[config.mk]
export PLATFORM = sky130hd
export DESIGN_NAME = pc_fetch_unit
export DESIGN_NICKNAME = d
export VERILOG_FILES = /design/src/rtl/cpu_pkg.sv /design/src/rtl/pc_fetch_unit_npc_calc.sv /design/src/rtl/pc_fetch_unit.sv
export SDC_FILE = /design/constraint.sdc
export NUM_CORES = 1
export LEC_CHECK = 0
export BUFFER_PORTS_ARGS = -buffer_cell sky130_fd_sc_hd__buf_2
export CAP_MARGIN = 20
export CORE_UTILIZATION = 48
export DETAILED_ROUTE_END_ITERATION = 10
export MAX_ROUTING_LAYER = met4
export PLACE_DENSITY = 0.74
export REMOVE_ABC_BUFFERS = 1
export SYNTH_ARGS = -nofsm -noshare
export SYNTH_HDL_FRONTEND = slang
export SYNTH_SLANG_ARGS = --single-unit
[constraint.sdc]
create_clock -name clk -period 2.15 [get_ports clk]
set_input_delay 0.215 -clock clk [delete_from_list [all_inputs] [get_ports clk]]
set_output_delay 0.215 -clock clk [all_outputs]
set_load 0.02 [all_outputs]
[src/rtl/cpu_pkg.sv]
// Shared fetch-side types: word type, fetch FSM states, and the instruction payload to decode.
package cpu_pkg;

  localparam int unsigned XLEN        = 32;
  localparam int unsigned INSTR_BYTES = 4;

  typedef logic [XLEN-1:0] word_t;

  // Exactly one memory request is ever outstanding; DROP waits out a squashed response.
  typedef enum logic [1:0] {
    REQ  = 2'd0,
    WAIT = 2'd1,
    HOLD = 2'd2,
    DROP = 2'd3
  } fetch_state_e;

  // Instruction handed to decode together with its address.
  typedef struct packed {
    word_t pc;
    word_t instr;
  } if_payload_t;

endpackage

[src/rtl/pc_fetch_unit_npc_calc.sv]
// Combinational redirect target from the branch unit's resolution.
//   i_br_valid   : decode holds a valid instruction (qualifies jmp/branch)
//   i_br_pc      : PC of the instruction in decode
//   i_jmp        : unconditional jump resolved (wins over branch)
//   i_branch     : conditional branch resolved taken
//   i_offset     : branch word offset, [15:0] used, sign in bit 15
//   i_target     : jump word index, [25:0] used
//   o_redirect_c : fetch must be redirected this cycle
//   o_npc_c      : redirect target address
module npc_calc
  import cpu_pkg::*;
(
  input  logic  i_br_valid,
  input  word_t i_br_pc,
  input  logic  i_jmp,
  input  logic  i_branch,
  input  word_t i_offset,
  input  word_t i_target,
  output logic  o_redirect_c,
  output word_t o_npc_c
);

  word_t w_br_pc_p4;
  word_t w_br_off;
  word_t w_jmp_tgt;
  logic  w_unused_bits;

  // Both target forms are relative to the instruction after the one in decode.
  assign w_br_pc_p4 = i_br_pc + XLEN'(INSTR_BYTES);
  assign w_br_off   = {{14{i_offset[15]}}, i_offset[15:0], 2'b00};
  assign w_jmp_tgt  = {w_br_pc_p4[31:28], i_target[25:0], 2'b00};

  assign o_redirect_c = i_br_valid & (i_jmp | i_branch);
  assign o_npc_c      = i_jmp ? w_jmp_tgt : (w_br_pc_p4 + w_br_off);

  // Upper bits of offset/target carry no meaning here.
  assign w_unused_bits = &{1'b0, i_offset[31:16], i_target[31:26]};

endmodule

[src/rtl/pc_fetch_unit.sv]
// Program counter owner and single-outstanding instruction fetch, with squash on redirect.
//   clk, rst_n        : clock, asynchronous active-low reset
//   br_valid, br_pc   : decode-side qualifier and PC for the branch resolution
//   jmp, branch       : resolved jump / taken branch (jump wins)
//   offset, target    : branch offset [15:0] / jump index [25:0]
//   imem_req/addr     : fetch request (registered) and address (= pc register)
//   imem_gnt          : request accepted
//   imem_rvalid/rdata : response, one per granted request
//   if_valid/instr/pc : instruction to decode, held until id_ready
//   id_ready          : decode accepts the instruction
module pc_fetch_unit
  import cpu_pkg::*;
#(
  parameter word_t RESET_PC = 32'h0000_0000
) (
  input  logic        clk,
  input  logic        rst_n,
  input  logic        br_valid,
  input  logic [31:0] br_pc,
  input  logic        jmp,
  input  logic        branch,
  input  logic [31:0] offset,
  input  logic [31:0] target,
  output logic        imem_req,
  output logic [31:0] imem_addr,
  input  logic        imem_gnt,
  input  logic        imem_rvalid,
  input  logic [31:0] imem_rdata,
  output logic        if_valid,
  output logic [31:0] if_instr,
  output logic [31:0] if_pc,
  input  logic        id_ready
);

  fetch_state_e r_state;
  fetch_state_e w_state_nxt;
  word_t        r_pc;
  word_t        w_pc_nxt;
  word_t        r_req_pc;
  word_t        w_req_pc_nxt;
  logic         r_imem_req;
  logic         r_if_valid;
  logic         w_if_valid_nxt;
  if_payload_t  r_if;
  if_payload_t  w_if_nxt;
  logic         w_redirect;
  word_t        w_npc;
  logic         w_gnt;

  npc_calc u_npc_calc (
    .i_br_valid   (br_valid),
    .i_br_pc      (br_pc),
    .i_jmp        (jmp),
    .i_branch     (branch),
    .i_offset     (offset),
    .i_target     (target),
    .o_redirect_c (w_redirect),
    .o_npc_c      (w_npc)
  );

  // A grant only counts while the request is actually on the bus (not the first cycle after reset).
  assign w_gnt = r_imem_req & imem_gnt;

  // State and datapath registers.
  always_ff @(posedge clk or negedge rst_n) begin
    if (!rst_n) begin
      r_state    <= REQ;
      r_pc       <= RESET_PC;
      r_req_pc   <= RESET_PC;
      r_imem_req <= 1'b0;
      r_if_valid <= 1'b0;
      r_if       <= '0;
    end else begin
      r_state    <= w_state_nxt;
      r_pc       <= w_pc_nxt;
      r_req_pc   <= w_req_pc_nxt;
      r_imem_req <= (w_state_nxt == REQ);
      r_if_valid <= w_if_valid_nxt;
      r_if       <= w_if_nxt;
    end
  end

  // Next-state and datapath updates; redirect is applied last so it overrides the normal path.
  always_comb begin
    w_state_nxt    = r_state;
    w_pc_nxt       = r_pc;
    w_req_pc_nxt   = r_req_pc;
    w_if_valid_nxt = r_if_valid;
    w_if_nxt       = r_if;

    unique case (r_state)
      REQ: begin
        if (w_gnt) begin
          w_req_pc_nxt = r_pc;
          w_state_nxt  = w_redirect ? DROP : WAIT;
        end
      end
      WAIT: begin
        if (imem_rvalid) begin
          if (w_redirect) begin
            w_state_nxt = REQ;
          end else begin
            w_state_nxt    = HOLD;
            w_if_nxt.instr = imem_rdata;
            w_if_nxt.pc    = r_req_pc;
            w_if_valid_nxt = 1'b1;
            w_pc_nxt       = r_req_pc + XLEN'(INSTR_BYTES);
          end
        end else if (w_redirect) begin
          w_state_nxt = DROP;
        end
      end
      HOLD: begin
        if (id_ready || w_redirect) begin
          w_state_nxt    = REQ;
          w_if_valid_nxt = 1'b0;
        end
      end
      DROP: begin
        // The squashed response retires here; a redirect only moves pc.
        if (imem_rvalid) begin
          w_state_nxt = REQ;
        end
      end
      default: begin
        w_state_nxt = REQ;
      end
    endcase

    if (w_redirect) begin
      w_pc_nxt       = w_npc;
      w_if_valid_nxt = 1'b0;
    end
  end

  assign imem_req  = r_imem_req;
  assign imem_addr = r_pc;
  assign if_valid  = r_if_valid;
  assign if_instr  = r_if.instr;
  assign if_pc     = r_if.pc;

`ifndef SYNTHESIS
  // A response with no request outstanding means the memory broke the handshake.
  a_rvalid_outstanding : assert property (@(posedge clk) disable iff (!rst_n)
    imem_rvalid |-> (r_state == WAIT || r_state == DROP));
`endif

endmodule

=== Yosys cells after proc, flatten, opt, wreduce, memory -nomap -nowiden ===
Cells that the tools add are included.

* Register bits after elaboration: 132
* Input port bits: 136
* Output and inout bits: 98
* Word-level logic and storage cells: 45

* Add/subtract/negate cells: 3
* Equality and inequality tests: 5
* Mux-type cells: 16
* Bitwise gates (word level): 4
* Reduce and logical (&&, ||, !) cells: 10

{| class="wikitable"
|+ Operators with widths
! kind !! number
|-
| $mux W32 || 4
|-
| $add A32 B3 Y32 const B || 2
|-
| $add A32 B32 Y32 || 1
|-
| $mux W2 || 7
|-
| $pmux W2 S4 || 1
|-
| $ne A3 B3 Y1 const B || 2
|-
| $reduce_and A3 Y1 || 2
|-
| $eq A2 B2 Y1 const B || 2
|-
| $logic_not A2 Y1 || 2
|-
| $reduce_and A2 Y1 || 2
|-
| $reduce_bool A2 Y1 || 2
|-
| $mux W1 || 3
|-
| $reduce_bool A3 Y1 || 1
|-
| $and A1 B1 Y1 || 2
|-
| $eq A2 B1 Y1 const B || 1
|-
| $pmux W1 S2 || 1
|-
| $logic_or A1 B1 Y1 || 1
|-
| $not A1 Y1 || 1
|-
| $or A1 B1 Y1 || 1
|}

=== Depth between registers and ports, before layout ===
Gate-level depths: netlist (run 1).

* Depth after elaboration: 6
* Depth in mapped cells: 16
* Gate-level depth less buffers: 16

=== By module ===
From an unflattened synthesis (run 1), not the netlist that was laid out.

* Cell total of the unflattened synthesis: 981
* Area, all modules: 8416.8 um^2

{| class="wikitable"
|+ Modules (own cells, without submodules)
! module !! times used !! cells an instance !! area each (um^2) !! sequential area each (um^2)
|-
| pc_fetch_unit || 1 || 598 || 5855.6 || 3303.2
|-
| npc_calc || 1 || 383 || 2561.2 || 0.0
|}

=== Least setup slack after synthesis (run 1) ===
No wires, ideal clock.

* Path kind: input-to-reg
* Start: in br_pc[13]
* End: reg r_pc[30] (netlist: imem_addr[30])
* Library setup time: 0.140 ns
* Data arrival time: 2.826 ns
* Required time: 2.010 ns
* Setup slack: -0.816 ns
* Cell stages on the path: 14
* Path buffers: 0
* Path through: and4_1 > nand4_1 > nand2b_4 > nor2_1 > xor2_1 > ha_1 > a21o_1 > a21o_1 > a21o_1 > a21oi_1 > o21ai_1 > a21o_1 > a2111oi_0 > a211oi_1

* Word-level cells in the longest chain between the ends: 4

{| class="wikitable"
|+ Ends and longest elaborated chain
! element !! line !! RTL
|-
| start: declaration || pc_fetch_unit.sv:19 || <nowiki>input logic [31:0] br_pc,</nowiki>
|-
| $add A32 B3 Y32 * || pc_fetch_unit_npc_calc.sv:29 || <nowiki>assign w_br_pc_p4 = i_br_pc + XLEN'(INSTR_BYTES);</nowiki>
|-
| $add A32 B32 Y32 || pc_fetch_unit_npc_calc.sv:34 || <nowiki>assign o_npc_c = i_jmp ? w_jmp_tgt : (w_br_pc_p4 + w_br_off);</nowiki>
|-
| $mux W32 * || pc_fetch_unit_npc_calc.sv:34 ||
|-
| $mux W32 * || pc_fetch_unit.sv:130 || <nowiki>if (w_redirect) begin</nowiki>
|-
| end signal: assignment || pc_fetch_unit.sv:75 || <nowiki>r_pc <= w_pc_nxt;</nowiki>
|-
| end: declaration || pc_fetch_unit.sv:37 || <nowiki>word_t r_pc;</nowiki>
|}

Mark *: on every way between the ends. The rest lies on a longest branch, timed or not.
A chain may end at the register's enable or synchronous reset.

=== Worst setup path after layout (run 1) ===
* Start: in br_pc[10]
* End: reg r_pc[28] (netlist: imem_addr[28])

The elaborated chain is that of the path after synthesis.

==> results.py, run 1 <==
metrics = {
    "timing": {
        "tns_ns": -8.99,
        "setup_slack_ns": -0.738,
        "fmax_mhz": 346,
        "hold_slack_ns": 0.0342,
        "worstMarginPinSlew_ns": 0.514,
        "fin_crit_sh": 1.34,
        "skew_ns": 0.00746,
        "slew_headroom": 0.658,
        "rsz0062_at_grt": "true",
        "slew_viol_final": 0,
        "final-hold-violation-count": 0,
        "finalCriticalPeriod_ns": 2.89,
        "setup_viol": 22,
    },
    "routing": {
        "vias": 7815,
        "antenna_left": 0,
        "via_per_inst": 5.46,
        "dr.pass1.iters": 5,
        "wl_per_cell_um": 16.9,
        "drc": 0,
        "drt-total-wl_um": 24200,
        "first_iter_violations": 480,
    },
    "clock_tree": {
        "clk_latency_ns": 0.41,
        "clock_path_buffers": 2,
        "tritoncts": "done",
        "cts-htree-levels": 4,
        "cts.clk_slew.worst_paths_ns": 0.06,
        "cts_sinks": 132,
        "cts-root-buf": "clkbuf_16",
        "numCtsBuffers": 17,
    },
    "layout": {
        "finalNonFillerCells": 1431,
        "seq_area_um2": 3300,
        "fin_area_um2": 12200,
        "fillers": 1133,
        "multi_input_area_um2": 5250,
        "area_growth_pct": 49.6,
        "final_cell_mix": "202 x buf_2, 168 x buf_4, 132 x dfrtp_1",
        "final_nets": 1376,
        "layout_commonest_cell": "buf_2",
        "n_antenna_cell": 0,
        "utilization": 0.736,
        "final_layout_size_suffix_gt1_frac": 0.531,
    },
    "floorplan": {
        "ios": 234,
        "dieHeight_um": 132,
        "start_util": 0.492,
        "core_um2": 16600,
        "die_area_um2": 17500,
        "num_rows": 47,
        "die_x_um": 132,
    },
    "power_and_ir_drop": {
        "vdd.ir_drop.worst_uv": 584,
        "p_int_mw": 8.46,
        "swShare": 0.383,
        "seqPwrFrac": 0.324,
        "power_leakage_nw": 5.79,
        "power_frac_comb": 0.451,
        "clkPwrFrac": 0.225,
        "power_switching_mw": 5.25,
        "p_per_area_nw_per_um2": 1120,
    },
    "global_routing": {
        "grt_use_total": 0.276,
        "top_usage_layer": "met2",
        "use_met2": 0.459,
        "grt.met1_usage": 0.344,
        "use_met3": 0.0391,
        "antenna_found_initial": 0,
        "grt_max_degree": 57,
        "grt-ovfl-total": 0,
        "grt_pass1_wl_um": 37500,
        "grt_pass1_vias": 7653,
    },
    "placed_design": {
        "dp_hpwl_um": 16800,
        "routabilityCongestion": 0.883,
        "place.port_buffers": 211,
        "place_inst": 1373,
        "placed_cell_area_um2": 10700,
    },
    "yosys": {
        "syn-cell-area_um2": 8160,
        "synth_edf_count": 0,
        "yosysUniqueCellTypes": 65,
        "yosys-top-cells-area": "dfrtp_1 40%, mux2_2 14%, ha_1 6.3%, xor2_1 4.9%, a21oi_1 3.2%",
        "synth_top_area_share": 0.405,
        "avgSynthCellArea_um2": 10.1,
        "yosysSeqAreaShare": 0.405,
        "syn_inst": 805,
        "ys.flop_type": "dfrtp_1",
        "async_flop_share": 1.00,
        "synth_area_leader_cell": "dfrtp_1",
        "ys_ff_latch": 132,
        "ys_warn_count": 0,
    },
    "run_status": {
        "status": "complete, but fails checks",
        "violations": "negative setup slack",
    },
    "critical_path": {
        "cp_slowest_stage_delay_ns": 0.38,
        "reg2reg_from": "r_req_pc[5]",
        "worstSetupStartpointType": "primary input",
        "endpoint_kind": "register",
        "crit_path_start": "br_pc[10]",
        "crit_fanout": 3,
        "critPathRequiredTime_ns": 2.50,
        "crit_chain": "buf_6 > nand4_1 > nor3b_4 > buf_4 > nand2_4 > xnor2_2 > ha_1 > and3_4 > a31oi_2 > o21ai_2 > o211ai_1 > a31o_4 > nor3_2 > a311oi_1 > mux2_2 > a21oi_2",
        "slowest_stage": "mux2_2",
        "worstPathArrival_ns": 3.24,
        "reg2regPathDepth": 9,
        "critical_path_class": "primary input to register",
    },
    "worst_hold_path": {
        "min-delay-start": "imem_rdata[7]",
        "holdPathStages": 2,
        "min_path_type": "primary input to register",
    },
    "flow_run": {
        "max_cap_violations": 0,
    },
}
==> per-layer routing <==
metal | vias up | part of all wire
met1 | 3741 | 0.41
li1 | 3713 | -
met2 | 301 | 0.49
met3 | 60 | 0.058
met5 | - | 0
met4 | 0 | 0.034
==> state kept, by name, indices dropped and copies added (netlist names) <==
register	flops
if_instr	32
imem_addr	32
r_state	2
r_req_pc	32
if_valid	1
if_pc	32
imem_req	1
==> per-stage QoR <==
| step | power (mW) | worst slack (ns) |
|---|---|---|
| after floorplan | 7.91 | -2.55 |
| after global placement | 10.1 | -1.04 |
| after detailed placement | 10.3 | -1.10 |
| after CTS | 13.6 | -0.489 |
| after global routing | 14.5 | -0.827 |
| final | 13.7 | -0.738 |
==> power groups by stage <==
stage                     Clock (mW)  Combinational (mW)  Sequential (mW)
after detailed placement           0                5.82             4.45
final                           3.08                6.19             4.45
after global routing            3.25                6.64             4.60
after floorplan                    0                2.46             5.45
after CTS                       3.11                6.02             4.44
after global placement             0                5.69             4.38
==> kinds of logic after synthesis <==
kind of cell	synth area share
xor gates and xnor gates	0.0814
adders and majority gates	0.0653
and+or+nand+nor	0.148
DFF	0.405
muxes	0.140
buffers and inverters	0.0205
AOI/OAI and AO/OA	0.140
==> synth_stat cells, types with 11 or more instances <==
library cell  number
nand2_1           65
a21o_1            20
o21ai_0           26
xnor2_1           28
a21oi_1           53
dfrtp_1          132
a31oi_1           14
nand4_1           11
inv_1             14
nor2_1            60
ha_1              41
nand3_1           38
clkbuf_1          21
and3_1            12
mux2_2            98
a211oi_1          16
xor2_1            46
==> critical path, delay by kind of cell <==
| kind | cells | cell delay (ns) |
|---|---|---|
| fa+ha+maj | 1 | 0.29 |
| simple gates | 5 | 0.77 |
| buf+inv | 2 | 0.24 |
| mux | 1 | 0.38 |
| xor+xnor | 1 | 0.13 |
| compound gates | 6 | 1.21 |
==> final timing paths <==
check,slack [ns],to
worst min register to register,0.50,if_instr[6]
worst max-delay path,-0.74,imem_addr[28]
worst min-delay path,0.03,if_instr[7]
max in group asynchronous,1.13,imem_addr[10]
worst max register to register,-0.03,imem_addr[26]
min in group asynchronous,0.32,if_instr[29]
==> cell type report <==
class,instances,share of cell area
repair buffers,404,0.221
clock inverters,13,0.0148
multi-input cells,629,0.430
inverters,14,0.00430
flip-flops and latches,132,0.270
well taps,220,0.0225
clock buffers,19,0.0371
==> what timing repair did <==
item	in CTS	in global routing
pin swaps	85	51
hold buffers	1	0
gates resized for setup	89	67
hold endpoints to repair	53	0
setup endpoints to repair	22	23
setup buffers	19	12
No activity file was read; power rests on OpenSTA's default activity.
==> run 2: changes to the inputs <==
--- a/config.mk
+++ b/config.mk
@@ -7,10 +7,10 @@
 export LEC_CHECK = 0
 export BUFFER_PORTS_ARGS = -buffer_cell sky130_fd_sc_hd__buf_2
 export CAP_MARGIN = 20
-export CORE_UTILIZATION = 48
+export CORE_UTILIZATION = 53
 export DETAILED_ROUTE_END_ITERATION = 10
 export MAX_ROUTING_LAYER = met4
-export PLACE_DENSITY = 0.74
+export PLACE_DENSITY = 0.77
 export REMOVE_ABC_BUFFERS = 1
 export SYNTH_ARGS = -nofsm -noshare
 export SYNTH_HDL_FRONTEND = slang
==> constraint.sdc (replaced) <==
create_clock -name clk -period 2.9 [get_ports clk]
set_input_delay 0.29 -clock clk [delete_from_list [all_inputs] [get_ports clk]]
set_output_delay 0.29 -clock clk [all_outputs]
set_load 0.02 [all_outputs]
==> results.py, run 2 (same netlist as run 1, synthesis figures left out) <==
metrics = {
    "run_status": {
        "status": "finished clean",
    },
    "timing": {
        "finalCriticalPeriod_ns": 2.87,
        "worstMarginPinSlew_ns": 0.674,
        "slew_headroom": 0.551,
        "fin_crit_sh": 0.990,
        "skew_ns": 0.0118,
        "slew_viol_final": 0,
        "rsz0062_at_grt": "true",
        "fmax_mhz": 348,
        "setup_viol": 0,
        "final-hold-violation-count": 0,
    },
    "clock_tree": {
        "clock_path_buffers": 2,
        "cts_sinks": 132,
        "tritoncts": "done",
        "cts-root-buf": "clkbuf_16",
        "clk_latency_ns": 0.41,
        "cts-htree-levels": 4,
        "numCtsBuffers": 17,
        "cts.clk_slew.worst_paths_ns": 0.06,
    },
    "layout": {
        "fin_area_um2": 11200,
        "final_layout_size_suffix_gt1_frac": 0.462,
        "area_growth_pct": 37.1,
        "final_nets": 1309,
        "n_antenna_cell": 0,
        "finalNonFillerCells": 1328,
        "multi_input_area_um2": 4920,
        "seq_area_um2": 3300,
        "utilization": 0.759,
        "final_cell_mix": "206 x buf_2, 132 x dfrtp_1, 122 x buf_4",
        "fillers": 1038,
        "layout_commonest_cell": "buf_2",
    },
    "critical_path": {
        "rrSetupSlack_ns": 0.39,
        "worstPathArrival_ns": 3.22,
        "reg2reg_from": "r_req_pc[4]",
        "worst-path-buf-inv": 2,
        "crit_chain": "buf_6 > nand4_1 > nor3b_4 > buf_4 > nand2_4 > xnor2_2 > ha_1 > and3_4 > a31oi_1 > o21ai_1 > o211ai_1 > a31o_2 > nor3_2 > a311oi_1 > mux2_2 > a21oi_2",
        "critical_path_class": "primary input to register",
        "path_delay_family": "compound AO/OA/AOI/OAI gates",
        "slowest_stage": "mux2_2",
        "endpoint_kind": "register",
        "crit_fanout": 3,
        "critPathRequiredTime_ns": 3.25,
        "reg2regPathDepth": 9,
        "r2r_end": "imem_addr[31]",
        "cp_slowest_stage_delay_ns": 0.37,
        "worstSetupStartpointType": "primary input",
    },
    "power_and_ir_drop": {
        "power_switching_mw": 3.75,
        "p_int_mw": 5.99,
        "power_leakage_nw": 5.33,
        "clkPwrFrac": 0.233,
        "vdd.ir_drop.worst_uv": 435,
        "swShare": 0.385,
        "power.total_mw": 9.74,
        "p_per_area_nw_per_um2": 870,
        "power_frac_comb": 0.416,
        "seqPwrFrac": 0.351,
    },
    "global_routing": {
        "grt_use_total": 0.293,
        "grt_pass1_vias": 7220,
        "grt-ovfl-total": 0,
        "grt_max_degree": 75,
        "antenna_found_initial": 0,
        "grt_pass1_wl_um": 35800,
    },
    "routing": {
        "drc": 0,
        "dr.pass1.iters": 5,
        "antenna_left": 0,
        "first_iter_violations": 483,
        "wl_per_cell_um": 17.1,
        "vias": 7501,
        "drt-total-wl_um": 22600,
        "via_per_inst": 5.65,
    },
    "flow_run": {
        "max_cap_violations": 0,
    },
    "floorplan": {
        "ios": 234,
        "die_area_um2": 15900,
        "core_um2": 14800,
        "start_util": 0.553,
        "dieHeight_um": 126,
        "die_x_um": 126,
        "num_rows": 44,
    },
    "worst_hold_path": {
        "min-delay-start": "imem_rdata[7]",
        "worstHoldEndpoint": "if_instr[7]",
        "min_path_type": "primary input to register",
        "holdPathStages": 2,
    },
    "placed_design": {
        "dp_hpwl_um": 16500,
        "placed_cell_area_um2": 10200,
        "place_inst": 1281,
        "routabilityCongestion": 0.927,
        "place.port_buffers": 211,
    },
}
==> run 2: cell count changes in the layout (fill, tap and decap cells not counted), sizes merged <==
cell / previous run / this run
clkinv: 5 / 7
inv: 15 / 14
buf: 403 / 336
clkinvlp: 3 / 2
==> run 2: worst max-delay path by stage <==
stage,start,to,slack (ns),depth (start not counted)
final,br_pc[9],imem_addr[28],0.03,16
after global routing,br_pc[9],imem_addr[28],-0.22,16
after CTS,br_pc[13],imem_addr[30],0.003,15
after detailed placement,br_pc[13],imem_addr[31],-0.59,16
after global placement,br_pc[13],imem_addr[31],-0.54,16
after floorplan,r_state[1],if_instr[0],-1.80,5
==> run 2: routing by layer <==
| metal | global-route usage | up-vias | part of all wire |
|---|---|---|---|
| li1 | - | 3585 | - |
| met1 | 0.362 | 3511 | 0.42 |
| met2 | 0.479 | 344 | 0.49 |
| met3 | 0.0501 | 61 | 0.064 |
| met4 | 0.118 | 0 | 0.028 |
| met5 | - | - | 0 |
==> run 2: area by class of cell <==
class	instances	area share
inverters	14	0.00469
repair buffers	337	0.184
flip-flops and latches	132	0.295
clock inverters	13	0.0162
multi-input cells	629	0.439
well taps	184	0.0206
clock buffers	19	0.0405
==> run 2: power by group through the flow <==
stage / clock network (mW) / registers, mW / logic (mW)
after detailed placement: 0 / 3.42 / 3.95
final: 2.27 / 3.42 / 4.05
after floorplan: 0 / 4.04 / 1.82
after global routing: 2.38 / 3.53 / 4.38
after CTS: 2.29 / 3.41 / 4.00
after global placement: 0 / 3.36 / 3.86
==> run 2: per-stage QoR <==
stage	setup slack [ns]	setup TNS, ns	hold slack (ns)
after CTS	0.00257	0	0.0990
after global placement	-0.542	-3.65	0.353
after global routing	-0.221	-0.920	0.102
after detailed placement	-0.592	-4.16	0.355
final	0.0304	0	0.111
after floorplan	-1.80	-115.31	-0.00559
==> run 2: worst reg2reg max path, delay by kind of cell (launching register included) <==
| family | cells | cell delay (ns) |
|---|---|---|
| AO/OA/AOI/OAI | 2 | 0.49 |
| flip-flops | 1 | 0.45 |
| AND/OR/NAND/NOR | 7 | 1.51 |
==> run 2: what timing repair did <==
action,in CTS,in global routing
setup endpoints to repair,1,12
pin swaps,0,43
hold buffers,1,0
buffers inserted,0,14
gates resized for setup,2,55
hold endpoints to repair,72,0
==> run 3: changes to the inputs <==
--- a/config.mk
+++ b/config.mk
@@ -9,9 +9,9 @@
 export CAP_MARGIN = 20
 export CORE_UTILIZATION = 53
 export DETAILED_ROUTE_END_ITERATION = 10
-export MAX_ROUTING_LAYER = met4
 export PLACE_DENSITY = 0.77
 export REMOVE_ABC_BUFFERS = 1
 export SYNTH_ARGS = -nofsm -noshare
 export SYNTH_HDL_FRONTEND = slang
+export SYNTH_HIERARCHICAL = 1
 export SYNTH_SLANG_ARGS = --single-unit
==> results.py, run 3 <==
metrics = {
    "critical_path": {
        "critical_path_class": "primary input to register",
        "slowest_stage": "mux4_2",
        "crit_chain": "buf_2 > and4_4 > and2_4 > and3_4 > nand3_4 > buf_4 > nor2_2 > xor2_1 > ha_1 > a21o_1 > a31o_4 > a32oi_2 > or2_4 > o311ai_4 > mux4_2 > a2111oi_4 > nand2_1 > o221ai_2",
        "crit_fanout": 3,
        "worstSetupStartpointType": "primary input",
        "cp_slowest_stage_delay_ns": 0.33,
        "endpoint_kind": "register",
        "worst-path-buf-inv": 2,
        "path_delay_family": "simple AND/OR/NAND/NOR gates",
        "critPathRequiredTime_ns": 3.23,
        "worstPathArrival_ns": 3.32,
    },
    "yosys": {
        "synth_top_area_share": 0.392,
        "yosysSeqAreaShare": 0.392,
        "async_flop_share": 1.00,
        "synth_area_leader_cell": "dfrtp_1",
        "synth_commonest_cells": "291 x nand2_1, 132 x dfrtp_1, 60 x nor2_1, 52 x o21ai_0",
        "syn_inst": 981,
        "yosysMostFrequentCell": "nand2_1",
        "ys.flop_type": "dfrtp_1",
        "avgSynthCellArea_um2": 8.58,
        "syn-cell-area_um2": 8420,
        "yosysUniqueCellTypes": 69,
        "yosys-top-cells-area": "dfrtp_1 39%, nand2_1 13%, ha_1 5.4%, mux2_2 4.3%, xor2_1 4.0%",
        "ys_warn_count": 6,
        "ys_ff_latch": 132,
        "synth_edf_count": 0,
    },
    "routing": {
        "drc": 0,
        "first_iter_violations": 503,
        "drt-total-wl_um": 24200,
        "vias": 8361,
        "via_per_inst": 5.40,
        "wl_per_cell_um": 15.6,
        "dr.pass1.iters": 5,
        "antenna_left": 0,
    },
    "timing": {
        "tns_ns": -0.341,
        "skew_ns": 0.00560,
        "final-hold-violation-count": 0,
        "setup_viol": 7,
        "rsz0062_at_grt": "true",
        "finalCriticalPeriod_ns": 2.99,
        "slew_headroom": 0.587,
        "setup_slack_ns": -0.0881,
        "fin_crit_sh": 1.03,
        "slew_viol_final": 0,
        "fmax_mhz": 335,
        "worstMarginPinSlew_ns": 0.620,
        "hold_slack_ns": 0.0644,
    },
    "global_routing": {
        "antenna_found_initial": 0,
        "grt_use_total": 0.300,
        "grt-ovfl-total": 0,
        "grt_max_degree": 68,
        "grt_pass1_vias": 8037,
        "grt.met1_usage": 0.383,
        "grt_pass1_wl_um": 38800,
        "use_met3": 0.0505,
        "top_usage_layer": "met2",
        "use_met2": 0.526,
    },
    "clock_tree": {
        "numCtsBuffers": 17,
        "cts_sinks": 132,
        "cts.clk_slew.worst_paths_ns": 0.06,
        "tritoncts": "done",
        "cts-root-buf": "clkbuf_16",
        "clk_latency_ns": 0.41,
        "clock_path_buffers": 2,
        "cts-htree-levels": 4,
    },
    "placed_design": {
        "dp_hpwl_um": 17400,
        "routabilityCongestion": 0.883,
        "dp_slack_ns": -0.785,
        "place.port_buffers": 211,
    },
    "run_status": {
        "violations": "negative setup slack",
        "status": "complete, but fails checks",
    },
    "layout": {
        "final_layout_size_suffix_gt1_frac": 0.391,
        "layout_commonest_cell": "nand2_1",
        "final_nets": 1497,
        "final_cell_mix": "287 x nand2_1, 207 x buf_2, 156 x buf_4",
        "n_antenna_cell": 0,
        "seq_area_um2": 3300,
        "area_growth_pct": 41.0,
        "multi_input_area_um2": 5290,
        "fillers": 1088,
    },
    "power_and_ir_drop": {
        "vdd.ir_drop.worst_uv": 415,
        "power.total_mw": 9.40,
        "p_per_area_nw_per_um2": 792,
        "power_leakage_nw": 5.93,
    },
    "floorplan": {
        "die_x_um": 128,
        "core_um2": 15400,
        "die_area_um2": 16400,
        "start_util": 0.548,
        "dieHeight_um": 128,
        "ios": 234,
        "num_rows": 45,
    },
    "worst_hold_path": {
        "min_path_type": "primary input to register",
    },
    "flow_run": {
        "max_cap_violations": 0,
    },
}
[run 3: cell types whose count changed after synthesis, moves of 8 or more]
cell      before  now
mux2_2        98   32
a21oi_1       53   38
nand2_1       65  291
nand4_1       11   19
xor2_1        46   38
xnor2_1       28   36
clkbuf_1      21   36
nand3_1       38   29
o21ai_0       26   52
o221ai_1       0   10
a21o_1        20   11
nor3b_1        0    8
o31ai_1        0    8
a211oi_1      16    3
[run 3: final cells by class]
type	instances	share of cell area
clock buffers	19	0.0373
clock inverters	12	0.0152
inverters	14	0.00443
multi-input cells	786	0.446
flip-flops and latches	132	0.278
well taps	211	0.0222
repair buffers	373	0.197
[run 3: logic make-up after synthesis]
logic type                 Yosys count  synth area share
and+or+nand+nor                    469             0.260
AOI/OAI and AO/OA                  170             0.135
DFF                                132             0.392
xor gates and xnor gates            74            0.0770
buffers and inverters               63            0.0305
adders and majority gates           37            0.0559
muxes                               36            0.0491
[run 3: power by group]
group | internal [mW] | leakage [nW] | switching (mW) | total, mW
Combinational | 1.55 | 3.98 | 2.23 | 3.78
Sequential | 2.64 | 1.66 | 0.741 | 3.38
Clock | 1.46 | 0.299 | 0.783 | 2.24
[run 3: repair_timing]
item,in CTS,in global routing
cloned,0,0
endpoints found under the setup margin,14,13
setup buffers,5,4
gates resized for setup,56,34
pin swaps,31,17
hold buffers,1,0
hold endpoints to repair,65,0
[run 3: path summary, 6_finish.rpt]
check                                end  cells past startpoint  slack (ns)           start
max reg2reg                  if_instr[8]                      5        0.87      r_state[0]
min                         if_instr[18]                      3        0.06  imem_rdata[18]
max in group asynchronous      if_pc[20]                      3        1.69           rst_n
min reg2reg                     if_pc[9]                      2        0.47        if_pc[9]
max                        imem_addr[31]                     18       -0.09       br_pc[14]
min in group asynchronous   imem_addr[3]                      2        0.43           rst_n
[run 3: stage by stage]
| stage | instances | utilization | cell area [um^2] |
|---|---|---|---|
| finish | 1547 | 0.772 | 11900 |
| floorplan | 932 | - | 8210 |
| CTS | 1543 | 0.756 | 11600 |
| global route | 1547 | 0.772 | 11900 |
| detailed placement | 1507 | 0.697 | 10700 |
| global placement | 1507 | 0.697 | 10700 |
[run 3: worst register-to-register path, cell delays in order, from the launching register on]
cell	delay, ns
dfrtp_1	0.56
nand3b_4	0.32
or2_2	0.52
buf_4	0.32
nand2_1	0.14
nand2_1	0.06
[run 3: metal layers]
layer  up-vias  wire length, um  part of all wire
li1       4093                -                 -
met5         -                0                 0
met3        39             1320             0.055
met1      3926            10500              0.44
met2       303            11900              0.49
met4         0              432             0.018
